**config.mk**
```make
export PLATFORM = sky130hd
export DESIGN_NAME = mdio_slave_flat
export DESIGN_NICKNAME = d
export VERILOG_FILES = /design/src/rtl/mdio_slave_if.sv /design/src/rtl/mdio_slave.sv /design/src/flat_wrapper.sv
export SDC_FILE = /design/constraint.sdc
export NUM_CORES = 1
export LEC_CHECK = 0
export CAP_MARGIN = 20
export CORE_MARGIN = 8
export CORE_UTILIZATION = 54
export DETAILED_ROUTE_END_ITERATION = 6
export PLACE_DENSITY = 0.89
export REMOVE_ABC_BUFFERS = 1
export SETUP_SLACK_MARGIN = 0.2
export SLEW_MARGIN = 30
export SYNTH_ARGS = -nofsm -noshare
export SYNTH_HDL_FRONTEND = slang
export SYNTH_SLANG_ARGS = --single-unit
export TNS_END_PERCENT = 100
```
**constraint.sdc**
```tcl
create_clock -name clk -period 1.9 [get_ports clk]
set_input_delay 0.57 -clock clk [delete_from_list [all_inputs] [get_ports clk]]
set_output_delay 0.57 -clock clk [all_outputs]
set_load 0.01 [all_outputs]
```
**src/rtl/mdio_slave_if.sv**
```systemverilog
// MDIO pad pins and local register-bank port of the Clause-22 responder.
// The slave modport is the PHY side; master is the station/bank environment.
interface mdio_slave_if;
  logic        mdc;
  logic        mdio_i;
  logic        mdio_o;
  logic        mdio_oe;
  logic [4:0]  reg_addr;
  logic [15:0] reg_wdata;
  logic        reg_wr;
  logic        reg_rd;
  logic [15:0] reg_rdata;

  modport slave (
    input  mdc, mdio_i, reg_rdata,
    output mdio_o, mdio_oe, reg_addr, reg_wdata, reg_wr, reg_rd
  );

  modport master (
    output mdc, mdio_i, reg_rdata,
    input  mdio_o, mdio_oe, reg_addr, reg_wdata, reg_wr, reg_rd
  );
endinterface

```
**src/rtl/mdio_slave.sv**
```systemverilog
// Clause-22 MDIO responder: oversamples MDC/MDIO on clk, decodes frames for phy_addr
// and issues single-cycle accesses to an external 32x16 register bank.
module mdio_slave #(
  parameter int SYNC_STAGES = 2,
  parameter int PRE_MIN     = 32
) (
  input  logic         clk,
  input  logic         rst,
  mdio_slave_if.slave  bus,
  input  logic [4:0]   phy_addr,
  output logic         frame_err
);

  typedef enum logic [2:0] {S_IDLE, S_SOF, S_OP, S_PADR, S_RADR, S_TA, S_DATA} state_t;

  localparam int PW = $clog2(PRE_MIN + 1);
  localparam logic [PW-1:0] PRE_FULL = PW'(PRE_MIN);

  logic [SYNC_STAGES-1:0] mdc_sync, mdio_sync;
  logic                   mdc_d;
  logic                   rise, bit_in;

  state_t        state_q, state_n;
  logic [PW-1:0] pre_q, pre_n;
  logic [3:0]    cnt_q, cnt_n;
  logic          rd_q, rd_n;
  logic [15:0]   sh_q, sh_n;
  logic          oe_q, oe_n, o_q, o_n;
  logic [4:0]    addr_q, addr_n;
  logic [15:0]   wdata_q, wdata_n;
  logic          wr_q, wr_n, rdstb_q, rdstb_n, err_q, err_n;
  logic          rd_pend_q;

  // Idle bus level is high, so the chains reset to 1 to avoid a false rise after reset.
  always_ff @(posedge clk) begin
    // NOTE: sequential state uses non-blocking assignments so every flop samples pre-edge values.
    if (rst) begin
      mdc_sync  <= '1;
      mdio_sync <= '1;
      mdc_d     <= 1'b1;
    end else begin
      mdc_sync  <= {mdc_sync[SYNC_STAGES-2:0], bus.mdc};
      mdio_sync <= {mdio_sync[SYNC_STAGES-2:0], bus.mdio_i};
      mdc_d     <= mdc_sync[SYNC_STAGES-1];
    end
  end

  assign rise   = mdc_sync[SYNC_STAGES-1] & ~mdc_d;
  assign bit_in = mdio_sync[SYNC_STAGES-1];

  always_ff @(posedge clk) begin
    if (rst) begin
      state_q   <= S_IDLE;
      pre_q     <= '0;
      cnt_q     <= '0;
      rd_q      <= 1'b0;
      sh_q      <= '0;
      oe_q      <= 1'b0;
      o_q       <= 1'b1;
      addr_q    <= '0;
      wdata_q   <= '0;
      wr_q      <= 1'b0;
      rdstb_q   <= 1'b0;
      err_q     <= 1'b0;
      rd_pend_q <= 1'b0;
    end else begin
      state_q   <= state_n;
      pre_q     <= pre_n;
      cnt_q     <= cnt_n;
      rd_q      <= rd_n;
      sh_q      <= sh_n;
      oe_q      <= oe_n;
      o_q       <= o_n;
      addr_q    <= addr_n;
      wdata_q   <= wdata_n;
      wr_q      <= wr_n;
      rdstb_q   <= rdstb_n;
      err_q     <= err_n;
      rd_pend_q <= rdstb_q;
    end
  end

  always_comb begin
    // NOTE: every output of this block gets a default first, so no path can infer a latch.
    state_n = state_q;
    pre_n   = pre_q;
    cnt_n   = cnt_q;
    rd_n    = rd_q;
    sh_n    = sh_q;
    oe_n    = oe_q;
    o_n     = o_q;
    addr_n  = addr_q;
    wdata_n = wdata_q;
    wr_n    = 1'b0;
    rdstb_n = 1'b0;
    err_n   = 1'b0;

    // The bank answers one clk after reg_rd; capture once, ignore later changes.
    if (rd_pend_q) sh_n = bus.reg_rdata;

    if (rise) begin
      cnt_n = cnt_q + 4'd1;
      unique case (state_q)
        S_IDLE: begin
          cnt_n = '0;
          if (bit_in) begin
            if (pre_q < PRE_FULL) pre_n = pre_q + PW'(1);
          end else if (pre_q >= PRE_FULL) begin
            state_n = S_SOF;
          end else begin
            pre_n = '0;
          end
        end
        S_SOF: begin
          cnt_n = '0;
          if (bit_in) state_n = S_OP;
          else begin
            state_n = S_IDLE;
            err_n   = 1'b1;
          end
        end
        S_OP: begin
          if (cnt_q == 4'd0) rd_n = bit_in;
          else if (rd_q != bit_in) begin
            state_n = S_PADR;
            cnt_n   = '0;
          end else begin
            state_n = S_IDLE;
            err_n   = 1'b1;
          end
        end
        S_PADR: begin
          sh_n = {sh_q[14:0], bit_in};
          if (cnt_q == 4'd4) begin
            cnt_n   = '0;
            state_n = ({sh_q[3:0], bit_in} == phy_addr) ? S_RADR : S_IDLE;
          end
        end
        S_RADR: begin
          sh_n = {sh_q[14:0], bit_in};
          if (cnt_q == 4'd4) begin
            cnt_n   = '0;
            addr_n  = {sh_q[3:0], bit_in};
            rdstb_n = rd_q;
            state_n = S_TA;
          end
        end
        S_TA: begin
          if (cnt_q == 4'd0) begin
            if (rd_q) begin
              oe_n = 1'b1;
              o_n  = 1'b0;
            end
          end else begin
            cnt_n   = '0;
            state_n = S_DATA;
            if (rd_q) begin
              o_n  = sh_q[15];
              sh_n = {sh_q[14:0], 1'b0};
            end
          end
        end
        S_DATA: begin
          if (rd_q) begin
            if (cnt_q == 4'd15) begin
              oe_n    = 1'b0;
              o_n     = 1'b1;
              state_n = S_IDLE;
            end else begin
              o_n  = sh_q[15];
              sh_n = {sh_q[14:0], 1'b0};
            end
          end else begin
            sh_n = {sh_q[14:0], bit_in};
            if (cnt_q == 4'd15) begin
              wdata_n = {sh_q[14:0], bit_in};
              wr_n    = 1'b1;
              state_n = S_IDLE;
            end
          end
        end
        default: state_n = S_IDLE;
      endcase
    end

    // A new frame always needs a fresh preamble.
    if (state_q != S_IDLE || state_n != S_IDLE) pre_n = '0;
  end

  // Gating with rst releases the pad in the very cycle reset is applied.
  assign bus.mdio_oe   = oe_q & ~rst;
  assign bus.mdio_o    = o_q | rst;
  assign bus.reg_addr  = addr_q;
  assign bus.reg_wdata = wdata_q;
  assign bus.reg_wr    = wr_q;
  assign bus.reg_rd    = rdstb_q;
  assign frame_err     = err_q;

endmodule

```
**src/flat_wrapper.sv**
```systemverilog
// flat-port wrapper written by rule: the top's interface ports become plain ports
module mdio_slave_flat 
#(
  parameter int SYNC_STAGES = 2,
  parameter int PRE_MIN     = 32
)
  (clk, rst, phy_addr, frame_err, bus_mdc, bus_mdio_i, bus_reg_rdata, bus_mdio_o, bus_mdio_oe, bus_reg_addr, bus_reg_wdata, bus_reg_wr, bus_reg_rd);
  mdio_slave_if bus_i ();
  input  logic clk;
  input  logic rst;
  input  logic [4:0] phy_addr;
  output logic frame_err;
  input wire logic [$bits(bus_i.mdc)-1:0] bus_mdc;
  input wire logic [$bits(bus_i.mdio_i)-1:0] bus_mdio_i;
  input wire logic [$bits(bus_i.reg_rdata)-1:0] bus_reg_rdata;
  output wire logic [$bits(bus_i.mdio_o)-1:0] bus_mdio_o;
  output wire logic [$bits(bus_i.mdio_oe)-1:0] bus_mdio_oe;
  output wire logic [$bits(bus_i.reg_addr)-1:0] bus_reg_addr;
  output wire logic [$bits(bus_i.reg_wdata)-1:0] bus_reg_wdata;
  output wire logic [$bits(bus_i.reg_wr)-1:0] bus_reg_wr;
  output wire logic [$bits(bus_i.reg_rd)-1:0] bus_reg_rd;
  assign bus_i.mdc = bus_mdc;
  assign bus_i.mdio_i = bus_mdio_i;
  assign bus_i.reg_rdata = bus_reg_rdata;
  assign bus_mdio_o = bus_i.mdio_o;
  assign bus_mdio_oe = bus_i.mdio_oe;
  assign bus_reg_addr = bus_i.reg_addr;
  assign bus_reg_wdata = bus_i.reg_wdata;
  assign bus_reg_wr = bus_i.reg_wr;
  assign bus_reg_rd = bus_i.reg_rd;
  mdio_slave #(.SYNC_STAGES(SYNC_STAGES), .PRE_MIN(PRE_MIN)) u_core (.clk(clk), .rst(rst), .bus(bus_i), .phy_addr(phy_addr), .frame_err(frame_err));
endmodule
```
; ---- Yosys cells after proc, flatten, opt, wreduce, memory -nomap -nowiden
; Index checks and enable logic that the tools add are counted.
[word_totals]
elab_cells = 107
inputBits = 25
regBits = 62
[classes]
magnitude_cmp = 2
bitwise_logic = 10
eq_ne = 16
n_reduce_logical = 18
n_addsub = 2
n_mux = 43
[op_table]
columns = cell, n
row1 = $mux W16, 6
row2 = $pmux W16 S3, 1
row3 = $mux W3, 9
row4 = $pmux W3 S7, 1
row5 = $mux W6, 3
row6 = $mux W4, 4
row7 = $pmux W4 S4, 1
row8 = $mux W1, 13
row9 = $reduce_and A4 Y1, 3
row10 = $ne A2 B1 Y1 const B, 5
row11 = $eq A3 B3 Y1 const B, 3
row12 = $reduce_or A2 Y1, 4
row13 = $reduce_or A4 Y1, 2
row14 = $not A1 Y1, 7
row15 = $add A6 B1 Y6 const B, 1
row16 = $eq A3 B2 Y1 const B, 2
row17 = $ge A6 B6 Y1 const B, 1
row18 = $lt A6 B6 Y1 const B, 1
row19 = $pmux W1 S2, 3
row20 = $reduce_and A3 Y1, 2
row21 = $reduce_and A6 Y1, 1
row22 = $reduce_bool A3 Y1, 2
row23 = $eq A5 B5 Y1, 1
row24 = $add A4 B1 Y4 const B, 1
row25 = other kinds (12), 14

; ---- Longest topological paths before layout
[logic_depth]
ltp_word = 8
depth_mapped = 8
ltp_nobuf = 6

; ---- Worst setup path after synthesis
; Ideal clock, no wire load.
[synth_path]
path_type = input -> output
start = in rst
end = out bus_mdio_o
setup_slack_ns = 0.149
arrival_time_ns = 1.181
required_ns = 1.330
path_buffers = 2
cell_stages = 3
path_cell_list = clkbuf_1 > clkbuf_1 > or2_2
[synth_between]
elab_chain_cells = 1
[synth_lines]
columns = item, line
row1 = start: declaration, flat_wrapper.sv:10  ; input logic rst;
row2 = $or A1 B1 Y1, mdio_slave.sv:192  ; assign bus.mdio_o = o_q | rst;
row3 = end: declaration, flat_wrapper.sv:16  ; output wire logic [$bits(bus_i.mdio_o)-1:0] bus_mdio_o;
; Every way passes these cells.

; ---- Worst setup path in the final report
[layout_path]
start = reg u_core.state_q[2]
end = reg u_core.wdata_q[3] (netlist: u_core.bus.reg_wdata[3])
[layout_between]
elab_chain_cells = 2
[layout_lines]
columns = item, line
row1 = start: declaration, mdio_slave.sv:23  ; state_t state_q, state_n;
row2 = start signal: assignment, mdio_slave.sv:67  ; state_q <= state_n;
row3 = $eq A3 B3 Y1, mdio_slave.sv:103  ; unique case (state_q)
row4 = $reduce_and A4 Y1 (no source line), --
row5 = end signal: assignment, mdio_slave.sv:75  ; wdata_q <= wdata_n;
row6 = end: declaration, mdio_slave.sv:30  ; logic [15:0] wdata_q, wdata_n;
; Every way passes these cells.
; A chain may end at the register's enable or synchronous reset.

==> flow_summary.yaml <==
sta:
  finalSetupViolCount: 0
  max_freq_mhz: 536
  fin_crit_sh_pct: 98.1
  fin_crit_ps: 1860
  relSlewSlack_pct: 62.1
  fin_ws_ps: 35.2
  slew_viol_final: 0
  rsz0062_at_grt: "true"
  whs_ps: 419
  skew_ps: 12.5
  tightest_slew_ps: 568
  tns_ps: 0
  hold_viol: 0
synth:
  yosys-top-cells-area: "dfxtp_1 (39%), mux2i_1 (7.2%), mux2_2 (5.3%)"
  yosys.area.top_type: "dfxtp_1"
  synth_area_um2: 3200
  yosys-top-cells-count: "dfxtp_1 (62), nor2_1 (32), mux2i_1 (23), nor3_1 (20)"
  ys_seq_area_share_pct: 38.8
  synth_area_per_cell_um2: 9.16
  yosysMostFrequentCell: "dfxtp_1"
  synthCells: 349
  synth_edf_count: 0
  synth_top_area_share_pct: 38.8
  ys.warnings.count: 0
  ys.flop_type: "dfxtp_1"
  yosys.cell_types.count: 60
  async_flop_share_pct: 0
  synth-seq-cells: 62
global_routing:
  grt-ovfl-total: 0
  grt_use_total_pct: 20.0
  grt_max_degree: 42
  antenna_found_initial: 0
  grt_pass1_vias: 2927
  grt_pass1_wl_mm: 14.0
clock_network:
  clk_pin_slew_ps: 80
  cts_root_buf: "clkbuf_8"
  cts_buffers: 9
  cts_tree: "done"
  cts_num_sinks: 62
  worst_skew_pair.late_latency_ps: 360
  clockBufferDepth: 2
  cts_hold_buf: 0
  htreeDepth: 3
setup_path:
  path_class: "flip-flop to flip-flop"
  crit_slowest_cell: "and3b_1"
  cp-start-kind: "flip-flop"
  required_ps: 2130
  end_kind: "flip-flop"
  max_stage_delay_ps: 380
  arrival_ps: 2100
  crit_chain: "buf_4 > and3b_1 > nand4_1 > buf_6 > clkbuf_16 > mux2i_1 > nor2_1"
  crit_buf_inv: 3
  path_max_fanout: 8
  r2r_slack_ps: 40
  cp_top_family: "simple AND/OR/NAND/NOR gates"
floorplan:
  io_pins: 51
  chipWidth_um: 93.0
  dieArea_um2: 8640
  initial_utilization_pct: 55.0
  rows: 28
  die_h_um: 93.0
  core_um2: 5820
place:
  post-dp-hpwl_mm: 5.36
  numPortBuffers: 50
  dp_cells: 457
  place.gp.congestion: 0.849
  pre_cts_ws_ps: -131
  dpl_cell_area_um2: 3780
finish:
  nets: 438
  design_area_um2: 4510
  diodes: 0
  final_core_util_pct: 77.6
  final_cells: 490
  syn2layout_area_growth_pct: 41.1
  drive_above_1_share_pct: 33.0
pwr:
  ir_worst_vdd_mv: 0.751
  finalPower_mw: 2.67
  power_density_nw_per_um2: 593
  leakagePower_nw: 1.92
min_path:
  hold_class: "flip-flop to flip-flop"
route:
  postRouteAntennaNets: 0
  drc: 0
  drt_pre_antenna_iters: 6
  drt_wl_total_mm: 11.3
  post_drt_via_cell_ratio: 6.57
  num_vias: 3218
  avgRoutedWirePerCell_um: 23.1
  drt_iter0_drc: 312
run:
  maxCapViolCount: 0
status:
  outcome: "finished clean"
## worst paths after layout
kind                                  startpoint                                    to  cells after the start
setup / recovery    u_core.state_q[2]$_SDFF_PP0_  u_core.bus.reg_wdata[3]$_SDFFE_PP0P_                      7
hold / removal    u_core.mdio_sync[0]$_SDFF_PP1_        u_core.mdio_sync[1]$_SDFF_PP1_                      1
setup reg to reg    u_core.state_q[2]$_SDFF_PP0_  u_core.bus.reg_wdata[3]$_SDFFE_PP0P_                      7
hold reg to reg   u_core.mdio_sync[0]$_SDFF_PP1_        u_core.mdio_sync[1]$_SDFF_PP1_                      1
## layer usage
layer | wire length [µm] | part of all wire [%] | track usage [%]
met1 | 4290 | 38 | 23.8
met2 | 5420 | 48 | 33.1
met3 | 945 | 8.4 | 3.96
met4 | 650 | 5.8 | 11.0
met5 | 0 | 0 | 0
## layout by cell type (no fill, tap or decap), types with 4 or more instances in the layout
cell type	netlist	routed
a21oi_1	9	6
a31oi_1	17	14
and3b_1	5	4
buf_12	0	6
buf_4	5	21
buf_6	3	5
clkbuf_8	0	10
clkdlybuf4s50_1	0	23
dfxtp_1	62	57
dfxtp_2	0	4
dlygate4sd2_1	0	24
mux2_2	15	15
mux2i_1	23	22
nand2_1	14	14
nand3_1	12	12
nand4_1	5	5
nor2_1	32	32
nor2b_1	7	6
nor3_1	20	10
nor3_2	2	12
nor4b_2	1	8
nor4b_4	0	8
o21ai_0	6	5
o21ai_1	3	4
or2_2	6	5
xnor2_1	6	6
## timing repair
item | in CTS | in global routing
pin swaps | 9 | 29
setup buffers | 4 | 10
gates cloned | 1 | 2
gates resized for setup | 42 | 60
setup endpoints to repair | 61 | 48
## area by class of cell
| type | instances | area (µm²) |
|---|---|---|
| clock buffer | 10 | 138 |
| fill | 335 | 1300 |
| multi-input combinational | 248 | 2080 |
| tap | 75 | 93.8 |
| timing repair buffer | 84 | 862 |
| inverter | 5 | 18.8 |
| sequential | 62 | 1250 |
| clock inverter | 6 | 70.1 |
## flip-flops by register name, indices dropped and copies added, names as in the netlist, 2 cells and up
| name | cells |
|---|---|
| u_core.state_q | 3 |
| u_core.bus.reg_addr | 5 |
| u_core.mdc_sync | 2 |
| u_core.pre_q | 6 |
| u_core.sh_q | 16 |
| u_core.bus.reg_wdata | 16 |
| u_core.cnt_q | 4 |
| u_core.mdio_sync | 2 |
## kinds of logic (layout without fill, tap and decap cells)
logic type	count (synthesis)	in the layout	synth area share, %
compound gates	56	56	12.2
xor+xnor	9	9	2.46
fa+ha+maj	3	3	1.17
buf+inv	39	105	6.22
flops	62	62	38.8
mux	38	38	12.5
simple gates	142	142	26.7
## power breakdown
part / switching (mW) / internal [mW]
clock network: 0.581 / 0.647
registers: 0.00449 / 1.30
logic: 0.0655 / 0.0728
total: 0.651 / 2.02
No activity file was read; power rests on OpenSTA's default activity.
